`src/rtl/bcd_pkg.sv`:
```
// Shared widths, limits and state encoding for the BCD setpoint entry path.
// Used by bcd_dabble_step and bcd2bin_entry.
package bcd_pkg;

   localparam int BCD_W   = 4;
   localparam int N_DIG   = 3;
   localparam int BIN_W   = 10;
   localparam int OUT_W   = 8;
   localparam int N_STEPS = 10;

   localparam int ENT_W   = N_DIG * BCD_W;
   localparam int WORK_W  = ENT_W + BIN_W;
   localparam int CNT_W   = 4;

   localparam logic [BCD_W-1:0] BCD_MAX   = 4'd9;
   localparam logic [OUT_W-1:0] OUT_MAX   = 8'd255;
   localparam logic [CNT_W-1:0] LAST_STEP = CNT_W'(N_STEPS - 1);

   typedef enum logic [1:0] {
      IDLE,
      CONV,
      DONE
   } b2b_state_t;

endpackage

```
`src/rtl/bcd_dabble_step.sv`:
```
// One reverse double-dabble iteration on the {bcd, bin} working word.
// Ports: work_i (current word), work_o (shifted right, digits >=8 minus 3).
module bcd_dabble_step
   import bcd_pkg::*;
(
   input  logic [WORK_W-1:0] work_i,
   output logic [WORK_W-1:0] work_o
);

   logic [WORK_W-1:0] sh;

   always_comb begin
      sh     = {1'b0, work_i[WORK_W-1:1]};
      work_o = sh;
      // A digit of 8+ after the shift means it borrowed 10 from the
      // digit above as 16/2 = 8; take away 3 to make it 10/2 = 5.
      for (int d = 0; d < N_DIG; d++) begin
         if (sh[BIN_W + d*BCD_W +: BCD_W] >= 4'd8) begin
            work_o[BIN_W + d*BCD_W +: BCD_W] =
               sh[BIN_W + d*BCD_W +: BCD_W] - 4'd3;
         end
      end
   end

endmodule

```
`src/rtl/bcd2bin_entry.sv`:
```
// 3-digit BCD setpoint entry plus iterative BCD-to-binary conversion.
// Ports: clk_i, rst_ni, digit_valid_i, digit_i, enter_i, clr_i in;
//        digits_o, bin_o, ovf_o, err_o, busy_o, done_o out.
// Option: BCD2BIN_SATURATE_EN clamps results above 255 to 255.
module bcd2bin_entry
   import bcd_pkg::*;
(
   input  logic             clk_i,
   input  logic             rst_ni,
   input  logic             digit_valid_i,
   input  logic [BCD_W-1:0] digit_i,
   input  logic             enter_i,
   input  logic             clr_i,
   output logic [ENT_W-1:0] digits_o,
   output logic [OUT_W-1:0] bin_o,
   output logic             ovf_o,
   output logic             err_o,
   output logic             busy_o,
   output logic             done_o
);

   b2b_state_t        state_q, state_d;
   logic [CNT_W-1:0]  cnt_q,   cnt_d;
   logic [ENT_W-1:0]  ent_q,   ent_d;
   logic [WORK_W-1:0] work_q,  work_d;
   logic [OUT_W-1:0]  bin_q,   bin_d;
   logic              ovf_q,   ovf_d;
   logic              err_q,   err_d;
   logic              busy_q,  busy_d;
   logic              done_q,  done_d;

   logic [WORK_W-1:0] step_w;
   logic [BIN_W-1:0]  res;
   logic              res_big;

   bcd_dabble_step u_step (
      .work_i (work_q),
      .work_o (step_w)
   );

   assign res     = work_q[BIN_W-1:0];
   assign res_big = res > {2'b00, OUT_MAX};

   always_comb begin
      state_d = state_q;
      cnt_d   = cnt_q;
      ent_d   = ent_q;
      work_d  = work_q;
      bin_d   = bin_q;
      ovf_d   = ovf_q;
      err_d   = err_q;
      busy_d  = busy_q;
      done_d  = 1'b0;

      if (clr_i) begin
         state_d = IDLE;
         cnt_d   = '0;
         ent_d   = '0;
         err_d   = 1'b0;
         busy_d  = 1'b0;
      end else begin
         unique case (state_q)
            IDLE: begin
               if (enter_i) begin
                  work_d  = {ent_q, {BIN_W{1'b0}}};
                  cnt_d   = '0;
                  busy_d  = 1'b1;
                  state_d = CONV;
               end else if (digit_valid_i) begin
                  if (digit_i <= BCD_MAX) begin
                     ent_d = {ent_q[ENT_W-BCD_W-1:0], digit_i};
                  end else begin
                     err_d = 1'b1;
                  end
               end
            end
            CONV: begin
               work_d = step_w;
               if (cnt_q == LAST_STEP) begin
                  cnt_d   = '0;
                  state_d = DONE;
               end else begin
                  cnt_d = cnt_q + CNT_W'(1);
               end
            end
            DONE: begin
               ovf_d   = res_big;
`ifdef BCD2BIN_SATURATE_EN
               bin_d   = res_big ? OUT_MAX : res[OUT_W-1:0];
`else
               bin_d   = res[OUT_W-1:0];
`endif
               done_d  = 1'b1;
               busy_d  = 1'b0;
               state_d = IDLE;
            end
            default: begin
               state_d = IDLE;
               busy_d  = 1'b0;
            end
         endcase
      end
   end

   always_ff @(posedge clk_i or negedge rst_ni) begin
      if (!rst_ni) begin
         state_q <= IDLE;
         cnt_q   <= '0;
         ent_q   <= '0;
         work_q  <= '0;
         bin_q   <= '0;
         ovf_q   <= 1'b0;
         err_q   <= 1'b0;
         busy_q  <= 1'b0;
         done_q  <= 1'b0;
      end else begin
         state_q <= state_d;
         cnt_q   <= cnt_d;
         ent_q   <= ent_d;
         work_q  <= work_d;
         bin_q   <= bin_d;
         ovf_q   <= ovf_d;
         err_q   <= err_d;
         busy_q  <= busy_d;
         done_q  <= done_d;
      end
   end

   assign digits_o = ent_q;
   assign bin_o    = bin_q;
   assign ovf_o    = ovf_q;
   assign err_o    = err_q;
   assign busy_o   = busy_q;
   assign done_o   = done_q;

endmodule

```
`config.mk`:
```
export PLATFORM = sky130hd
export DESIGN_NAME = bcd2bin_entry
export DESIGN_NICKNAME = d
export VERILOG_FILES = /design/src/rtl/bcd_pkg.sv /design/src/rtl/bcd_dabble_step.sv /design/src/rtl/bcd2bin_entry.sv
export SDC_FILE = /design/constraint.sdc
export NUM_CORES = 1
export LEC_CHECK = 0
export ABC_AREA = 0
export CAP_MARGIN = 25
export CELL_PAD_IN_SITES_DETAIL_PLACEMENT = 0
export CELL_PAD_IN_SITES_GLOBAL_PLACEMENT = 1
export CORE_MARGIN = 2
export CORE_UTILIZATION = 45
export DETAILED_ROUTE_END_ITERATION = 8
export GPL_ROUTABILITY_DRIVEN = 0
export PLACE_DENSITY = 0.91
export SLEW_MARGIN = 0
export SYNTH_ARGS = -nofsm -noshare
export SYNTH_HDL_FRONTEND = slang
export SYNTH_SLANG_ARGS = --single-unit
```
`constraint.sdc`:
```
create_clock -name clk_i -period 3.07 [get_ports clk_i]
set_clock_uncertainty 0.1 [all_clocks]
set_input_delay 0.4605 -clock clk_i [delete_from_list [all_inputs] [get_ports clk_i]]
set_output_delay 0.4605 -clock clk_i [all_outputs]
set_load 0.01 [all_outputs]
```
# ---- Word-level counts from Yosys, hierarchy flattened
# Cells that the tools add are included.
# Widths: inputs -> output; s select.
dict set report classes {
  addsub 3
  order_cmp 4
  eq_ne 9
  n_mux 27
  bitwise_logic 1
  reduce_logical 13
}
# cell count
set ops {}
lappend ops {{$mux 12} 5}
lappend ops {{$pmux 22 s2} 1}
lappend ops {{$mux 22} 1}
lappend ops {{$mux 4} 5}
lappend ops {{$gt 10x8->1 const B} 1}
lappend ops {{$mux 1} 9}
lappend ops {{$ge 4x4->1 const B} 2}
lappend ops {{$pmux 4 s2} 1}
lappend ops {{$reduce_and 2->1} 4}
lappend ops {{$reduce_and 4->1} 2}
lappend ops {{$reduce_bool 2->1} 4}
lappend ops {{$sub 4x2->4 const B} 2}
lappend ops {{$mux 2} 3}
lappend ops {{$ne 2x2->1 const B} 3}
lappend ops {{$ne 3x3->1 const B} 2}
lappend ops {{$add 4x1->4 const B} 1}
lappend ops {{$eq 4x4->1 const B} 1}
lappend ops {{$le 4x4->1 const B} 1}
lappend ops {{$pmux 2 s2} 1}
lappend ops {{$reduce_and 3->1} 1}
lappend ops {{$reduce_bool 3->1} 1}
lappend ops {{$eq 2x1->1 const B} 1}
lappend ops {{$eq 2x2->1 const B} 1}
lappend ops {{$logic_not 2->1} 1}
lappend ops {{3 further kinds} 3}
dict set report word_totals {
  regBits 52
  inputBits 9
  word_cells 66
}

# ---- Longest topological paths before layout
# Gate-level depths: netlist of run 1.
dict set report depth {
  word_depth 6
  mapped_depth 6
}

# ---- Cells and area by module
# From an unflattened synthesis of run 1, not the netlist that was laid out.
dict set report hier_totals {
  hier_cells 219
  hier_area_um2 2517.4
}
# mod n_inst cells_per_inst area_per_inst_um2 seq_area_each_um2
set modules_own_cells {}
lappend modules_own_cells {bcd2bin_entry 1 182 2255.9 1301.2}
lappend modules_own_cells {bcd_dabble_step 1 37 261.5 0.0}

# ---- Worst setup path before layout of run 1
# Ideal clock, no wire load.
dict set report synth_path {
  path_kind {flip-flop to flip-flop}
  from {register state_q[1]}
  to {register ent_q[1], in the netlist digits_o[1]}
  arrival_ps 1231
  t_required_ps 2838
  slack_ps 1607
  stages_incl_launch_ff 7
  cell_sequence {dfrtp_1 buf_4 nor4b_4 nand2b_2 buf_6 mux2i_1 nor2_1}
}
dict set report synth_via {
  elab_chain_cells 3
}
# item line
set synth_lines {}
lappend synth_lines {{from (decl)} bcd2bin_entry.sv:22} ;# b2b_state_t state_q, state_d;
lappend synth_lines {{from (signal assigned)} bcd2bin_entry.sv:117} ;# state_q <= state_d;
lappend synth_lines {{$logic_not 2->1} bcd2bin_entry.sv:62} ;# unique case (state_q)
lappend synth_lines {{$reduce_bool 2->1 (no line)} -}
lappend synth_lines {{$reduce_and 4->1 (no line)} -}
lappend synth_lines {{to (signal assigned)} bcd2bin_entry.sv:119} ;# ent_q <= ent_d;
lappend synth_lines {{to (decl)} bcd2bin_entry.sv:24} ;# logic [ENT_W-1:0] ent_q, ent_d;
# No other way between the ends.
# A chain may end at the register's enable or synchronous reset.

# ---- Worst setup path after layout of run 1
dict set report layout_path {
  from {input clr_i}
  to {register cnt_q[2]}
}
dict set report layout_via {
  elab_chain_cells 2
  word_cells_on_any_way 4
  classes_between {eq/ne (1); mux (1); reduce/logical (2)}
}
# item line
set layout_lines {}
lappend layout_lines {{from (decl)} bcd2bin_entry.sv:13} ;# input logic clr_i,
lappend layout_lines {{$ne 3x3->1 (no line) / $reduce_bool 3->1 (equally long branches)} -}
lappend layout_lines {{$reduce_and 2->1 (no line)} -}
lappend layout_lines {{to (signal assigned)} bcd2bin_entry.sv:118} ;# cnt_q <= cnt_d;
lappend layout_lines {{to (decl)} bcd2bin_entry.sv:23} ;# logic [CNT_W-1:0] cnt_q, cnt_d;
# Parallel ways exist; a longest one is shown, timed or not.

==> results of run 1 <==
flip-flops by register name (all words and copies together), names as in the netlist:
name	flops
work_q	22
digits_o	12
bin_o	8
cnt_q	4
state_q	2
busy_o	1
done_o	1
err_o	1
ovf_o	1
how the worst max path moves through the flow:
stage / start / end / slack [ns] / cells after the start
after floorplan: state_q[1] / digits_o[1] / 1.61 / 6
after global placement: clr_i / cnt_q[1] / 0.73 / 4
after detailed placement: clr_i / cnt_q[3] / 0.65 / 4
after CTS: clr_i / cnt_q[2] / 0.97 / 4
after global routing: clr_i / cnt_q[0] / 0.73 / 4
final: clr_i / cnt_q[2] / 0.95 / 4
layer usage:
layer / share of wire (%) / track usage, %
met3: 3.3 / 3.439
met2: 46 / 25.67
met4: 1.3 / 4.678
met1: 49 / 24.96
met5: 0 / 0
through the flow:
step | utilization, % | instance area [sq um] | total power (W) | cells
final | 55.68 | 2808 | 0.001361 | 310
after global routing | 55.68 | 2808 | 0.001427 | 310
after CTS | 55.68 | 2808 | 0.001377 | 310
after detailed placement | 53.72 | 2709 | 0.0009402 | 304
after global placement | 53.72 | 2709 | 0.0009361 | 304
after floorplan | - | 2318 | 0.0008733 | 206
Yosys cell counts, drive strengths merged, types with 2 or more instances:
master,number
ha,6
inv,7
mux2i,16
mux2,8
nand3,2
nand2b,6
a21oi,9
dfrtp,52
o21ai,15
clkbuf,2
o31ai,2
nand2,18
buf,8
nor3,3
a22o,10
a31oi,3
o22ai,2
xnor2,4
nor2,26
worst max-delay path, delay by kind of cell:
kind / cells / cell delay [ns]
and+or+nand+nor: 1 / 0.64
AOI/OAI and AO/OA: 2 / 0.52
buffers and inverters: 1 / 0.62
logic make-up after synthesis:
family          Yosys count  synth area share [%]
simple gates             58                 12.25
fa+ha+maj                 6                 3.238
flops                    52                 56.13
compound gates           44                 12.09
mux                      24                 10.79
xor+xnor                  5                 1.889
buf+inv                  17                 3.616
final cells by class:
cell class,instances,area [sq um]
Fill cell,434,2235
Timing Repair Buffer,38,360.3
Tap cell,70,87.58
Clock inverter,1,30.03
Multi-Input combinational cell,137,933.4
Clock buffer,5,68.82
Inverter,7,26.28
Sequential cell,52,1301
placed cells by master (no fill, tap or decap), types with 4 or more instances in the layout:
cell type,n
dfrtp_1,52
clkdlybuf4s50_1,31
nor2_1,26
nand2_1,18
mux2i_1,16
o21ai_0,13
a22o_1,10
a21oi_1,9
inv_1,7
mux2_2,6
ha_1,6
buf_4,6
nand2b_1,5
clkbuf_8,5
xnor2_1,4
power groups by stage:
stage	logic (W)	registers [W]	clock network (W)
after floorplan	0.000116	0.000757	0
after global placement	0.000172	0.000764	0
after detailed placement	0.000175	0.000765	0
after CTS	0.000176	0.000752	0.000448
after global routing	0.000201	0.000756	0.000470
final	0.000174	0.000752	0.000435
==> summary.md, run 1 <==
| Metric | Value |
|---|---|
| Largest net degree at the start of global routing | 30 |
| Clk Latency, worst-skew pair | 0.29 ns |
| Synth area leader | dfrtp_1 |
| GRT Util Overall | 16.97% |
| Final Cycle Share | 69.01% |
| Congestion Overflow GR | 0 |
| Antenna-violating nets left | 0 |
| Worst r2r src | state_q[1] |
| First-pass GRT wire length | 7307 um |
| Net Switching | 0.0003347 W |
| Ys flop type | dfrtp_1 |
| Combinational share of power | 12.8% |
| Final #Nets | 256 |
| Worst slew pin tran | 0.6904 ns |
| Pre-CTS WS | 0.6508 ns |
| DR vias | 1599 |
| Reg-to-reg endpoint | cnt_q[2] |
| Rel. slew slack | 53.81% |
| Clk root buf | clkbuf_8 |
| Setup bufs post-CTS | 0 |
| Setup ws final | 0.9513 ns |
| Sw frac | 24.59% |
| CP Class | input port to register |
| Finish-stage setup viols | 0 |
| Synth Warn # | 0 |
| PortBufs | 32 |
| Initial Util | 45.98% |
| Worst Setup Start Kind | input port |
| Arr. time, crit path | 2.23 ns |
| Final min period | 2.119 ns |
| Core box area | 0.005042 sq mm |
| CTS Hold Buffers Added | 0 |
| Max Slew Vio Count | 0 |
| Int Pwr | 0.001027 W |
| Vias in the first global route | 1528 |
| Final HPWL from detailed placement | 3087 um |
| CTS-repair resized insts | 0 |
| #FFs+latches synth | 52 |
| Setup TNS Final | 0 ns |
| Seq pwr share | 55.3% |
| Initial antenna violation count | 0 |
| Clock tree sinks | 52 |
| WL final | 4326 um |
| Area contributors post-synth | dfrtp_1 (56%), mux2i_1 (6.9%), nor2_1 (4.2%) |
| Drt wl/cell | 13.95 um |
| Leak | 1.327 nW |
| DRT Pass-1 Iters | 4 |
| Worst-path clk slew | 0.09 ns |
| Syn Nets | 221 |
| Max_cap viols | 0 |
| Total Die Area | 0.005743 sq mm |
| Power per cell area | 484.8 mW/mm^2 |
| Antenna diodes | 0 |
| Die span in y | 75.78 um |
| CTS tree | done |
| Hold Path Class | input port to asynchronous set/reset pin |
| Share of layout cells above drive strength 1 | 10.00% |
| Clock Path Buffers | 2 |
| Hold WS | 0.08821 ns |
| Crit. End Element | register |
| Area delta synth->final | 21.10% |
| R2R cell count | 4 |
| VDD IR max | 0.2755 mV |
| EDFF count, synth | 0 |
| Worst path slowest cell | nor2_1 |
| Register-to-register setup slack | 1.08 ns |
| Vias/cell | 5.158 |
| IO Count | 33 |
| Final Hold Viols | 0 |
| CP required | 3.19 ns |
| # DRC | 0 |
| Mean Syn Cell Area | 11.25 sq um |
| Post-synth top area share | 56.13% |
| Row Count | 26 |
| Die X-Extent | 75.78 um |
| Seq/Total Area, Yosys | 56.13% |
| Crit-path max FO | 11 |
| Slowest cell delay on critical path | 0.64 ns |
| Netlist cell types | 33 |
| Syn Inst Count | 206 |
| Status | completed |
| Max frequency | 0.4720 GHz |
| CP cell instances | clkdlybuf4s50_1, nor2_1, o21ai_1, o21ai_0 |
| Cts bufs inserted | 5 |
| H-tree Lvls | 2 |
| First DRT Iteration DRCs | 135 |
| Mapped Area | 0.002318 sq mm |
| Async SR Flop Fraction | 100.0% |
| RSZ-0062 raised after global routing | false |
| Clock power share | 32.0% |
No activity file was read; power rests on OpenSTA's default activity.
==> inputs of run 2 (changes only) <==
--- a/config.mk
+++ b/config.mk
@@ -10,10 +10,10 @@
 export CELL_PAD_IN_SITES_DETAIL_PLACEMENT = 0
 export CELL_PAD_IN_SITES_GLOBAL_PLACEMENT = 1
 export CORE_MARGIN = 2
-export CORE_UTILIZATION = 45
+export CORE_UTILIZATION = 42
 export DETAILED_ROUTE_END_ITERATION = 8
 export GPL_ROUTABILITY_DRIVEN = 0
-export PLACE_DENSITY = 0.91
+export PLACE_DENSITY = 0.87
 export SLEW_MARGIN = 0
 export SYNTH_ARGS = -nofsm -noshare
 export SYNTH_HDL_FRONTEND = slang
==> constraint.sdc (replaced) <==
create_clock -name clk_i -period 1.95 [get_ports clk_i]
set_clock_uncertainty 0.1 [all_clocks]
set_input_delay 0.2925 -clock clk_i [delete_from_list [all_inputs] [get_ports clk_i]]
set_output_delay 0.2925 -clock clk_i [all_outputs]
set_load 0.01 [all_outputs]
==> run 2 against run 1 <==
  * Non-clock buffer count rose by 4
  * Cell count rose by 2.6%
  * Flip-flop and latch count did not move
  * Via count rose by 0.13%
  * Routed wire length did not move
  * Design area rose by 1.6%
  * Hold slack improved by 0.29 ns
  * Die area rose by 6.7%
  * Global-route usage fell by 1.8 points
==> summary.md, run 2 (synthesis results as in run 1) <==
| Metric | Value |
|---|---|
| Congestion Overflow GR | 0 (unchanged) |
| First DRT Iteration DRCs | 76 (-44%) |
| Largest net degree at the start of global routing | 53 (+77%) |
| Setup ws final | 0.2238 ns (-0.7275 ns) |
| Final HPWL from detailed placement | 3067 um (-0.64%) |
| Max Slew Vio Count | 0 (unchanged) |
| VDD IR max | 0.3319 mV (+20%) |
| Largest register FFs | 22 (unchanged) |
| Drt wl/cell | 13.60 um (-2.5%) |
| DR vias | 1601 (+0.13%) |
| Clock tree sinks | 52 (unchanged) |
| Core box area | 0.005405 sq mm (+7.2%) |
| Most flops, register | work_q |
| Pre-CTS WS | -0.1778 ns (-0.8286 ns) |
| Initial antenna violation count | 0 (unchanged) |
| Clock Path Buffers | 2 (unchanged) |
| Cts bufs inserted | 5 (unchanged) |
| Final min period | 1.726 ns |
| Initial Util | 42.89% (-3.1 points) |
| # DRC | 0 (unchanged) |
| GRT Util Overall | 15.21% (-1.8 points) |
| Dpl cells | 309 (+1.6%) |
| Share of layout cells above drive strength 1 | 12.20% (+2.2 points) |
| Final Cycle Share | 88.52% |
| Layout fillers | 501 (+15%) |
| Multi-input gate area | 935.9 sq um (+0.27%) |
| Crit-path max FO | 12 (+1) |
| Commonest non-fill, non-tap cell in the layout | dfrtp_1 |
| Setup bufs post-CTS | 0 (unchanged) |
| Die X-Extent | 78.30 um (+3.3%) |
| Hold Path Class | register to register |
| PortBufs | 32 (unchanged) |
| Area delta synth->final | 22.99% |
| IO Count | 33 (unchanged) |
| Max frequency | 0.5793 GHz |
| Max_cap viols | 0 (unchanged) |
| Final Hold Viols | 0 (unchanged) |
| Rel. slew slack | 70.84% (+17 points) |
| Finish-stage setup viols | 0 (unchanged) |
| CP Class | register to register |
| CTS tree | done |
| Worst Setup Start Kind | register |
| Worst-path clk slew | 0.09 ns (about the same) |
| WL final | 4326 um (unchanged) |
| Antenna diodes | 0 (unchanged) |
| Row Count | 27 (+3.8%) |
| First-pass GRT wire length | 7562 um (+3.5%) |
| Vias/cell | 5.035 (-2.4%) |
| Crit. End Element | register |
| Post-route insts no fill | 318 (+2.6%) |
| Status | completed |
| Most frequent cells in the layout | dfrtp_1 (52), clkdlybuf4s50_1 (31), nor2_1 (25), nand2_1 (18), mux2i_1 (16) |
| Clk root buf | clkbuf_8 |
| Final #Nets | 260 (+1.6%) |
| RSZ-0062 raised after global routing | false |
| Power per cell area | 730.5 mW/mm^2 (+51%) |
| Vias in the first global route | 1558 (+2.0%) |
| CP required | 2.05 ns (-1.14 ns) |
| Leak | 1.341 nW (+1.0%) |
| Antenna-violating nets left | 0 (unchanged) |
| Worst slew pin tran | 0.4370 ns (-0.2534 ns) |
| H-tree Lvls | 2 (unchanged) |
| Arr. time, crit path | 1.82 ns (-0.41 ns) |
| Register area | 0.001301 sq mm (unchanged) |
| Total Die Area | 0.006130 sq mm (+6.7%) |
| Die span in y | 78.30 um (+3.3%) |
| DRT Pass-1 Iters | 5 (+1) |
| Clk Latency, worst-skew pair | 0.30 ns (about the same) |
-- run 2: worst max-delay path: stages, from the launching register on --
cell,delay (ns)
dfrtp_1,0.45
buf_4,0.19
nor4b_4,0.29
nand2b_2,0.29
mux2i_1,0.25
nor2_1,0.05
-- run 2: path summary, 6_finish.rpt --
path	from	to	slack, ns	cells past startpoint
max	state_q[1]	digits_o[1]	0.22	5
min	work_q[21]	work_q[21]	0.38	2
max reg2reg	state_q[1]	digits_o[1]	0.22	5
min in group asynchronous	rst_ni	bin_o[2]	0.41	3
max in group asynchronous	rst_ni	digits_o[10]	1.11	3
min reg2reg	work_q[21]	work_q[21]	0.38	2
-- run 2: per-stage QoR --
stage          util, %  hold WS (ns)  setup TNS [ns]  instance area, sq um  power, W
5_1_grt          52.75        0.3939               0                  2851  0.002189
2_1_floorplan        -       -0.1031               0                  2318  0.001375
6_report         52.75        0.3783               0                  2851  0.002083
3_5_place_dp     50.81        0.2073         -0.7041                  2746  0.001489
4_1_cts          52.75        0.3774               0                  2851  0.002100
3_3_place_gp     50.81        0.2039         -0.1480                  2746  0.001483
-- run 2: routing by layer --
metal	vias up	global-route usage (%)	wire length, um
met5	-	0	0
met4	0	3.684	12
met3	2	2.759	88
met2	20	23.62	2066
met1	790	22.26	2158
li1	789	-	-
-- run 2: area by class of cell --
class                           count  share of cell area, %
Clock inverter                      3                 0.8337
Sequential cell                    52                  45.63
Timing Repair Buffer               42                  14.22
Clock buffer                        5                  2.413
Tap cell                           72                  3.159
Inverter                            7                 0.9215
Multi-Input combinational cell    137                  32.82
-- run 2: power by group --
group | internal, W | switching [W] | leakage, nW
logic | 0.000129 | 0.000157 | 0.588
clock network | 0.000255 | 0.000362 | 0.0404
registers | 0.00113 | 0.0000536 | 0.713
-- run 2: timing repair --
| action | in CTS | in global routing |
|---|---|---|
| hold endpoints to repair | 52 | 0 |
| setup endpoints to repair | 2 | 0 |
| gates resized for setup | 1 | 0 |
| hold buffers | 1 | 0 |
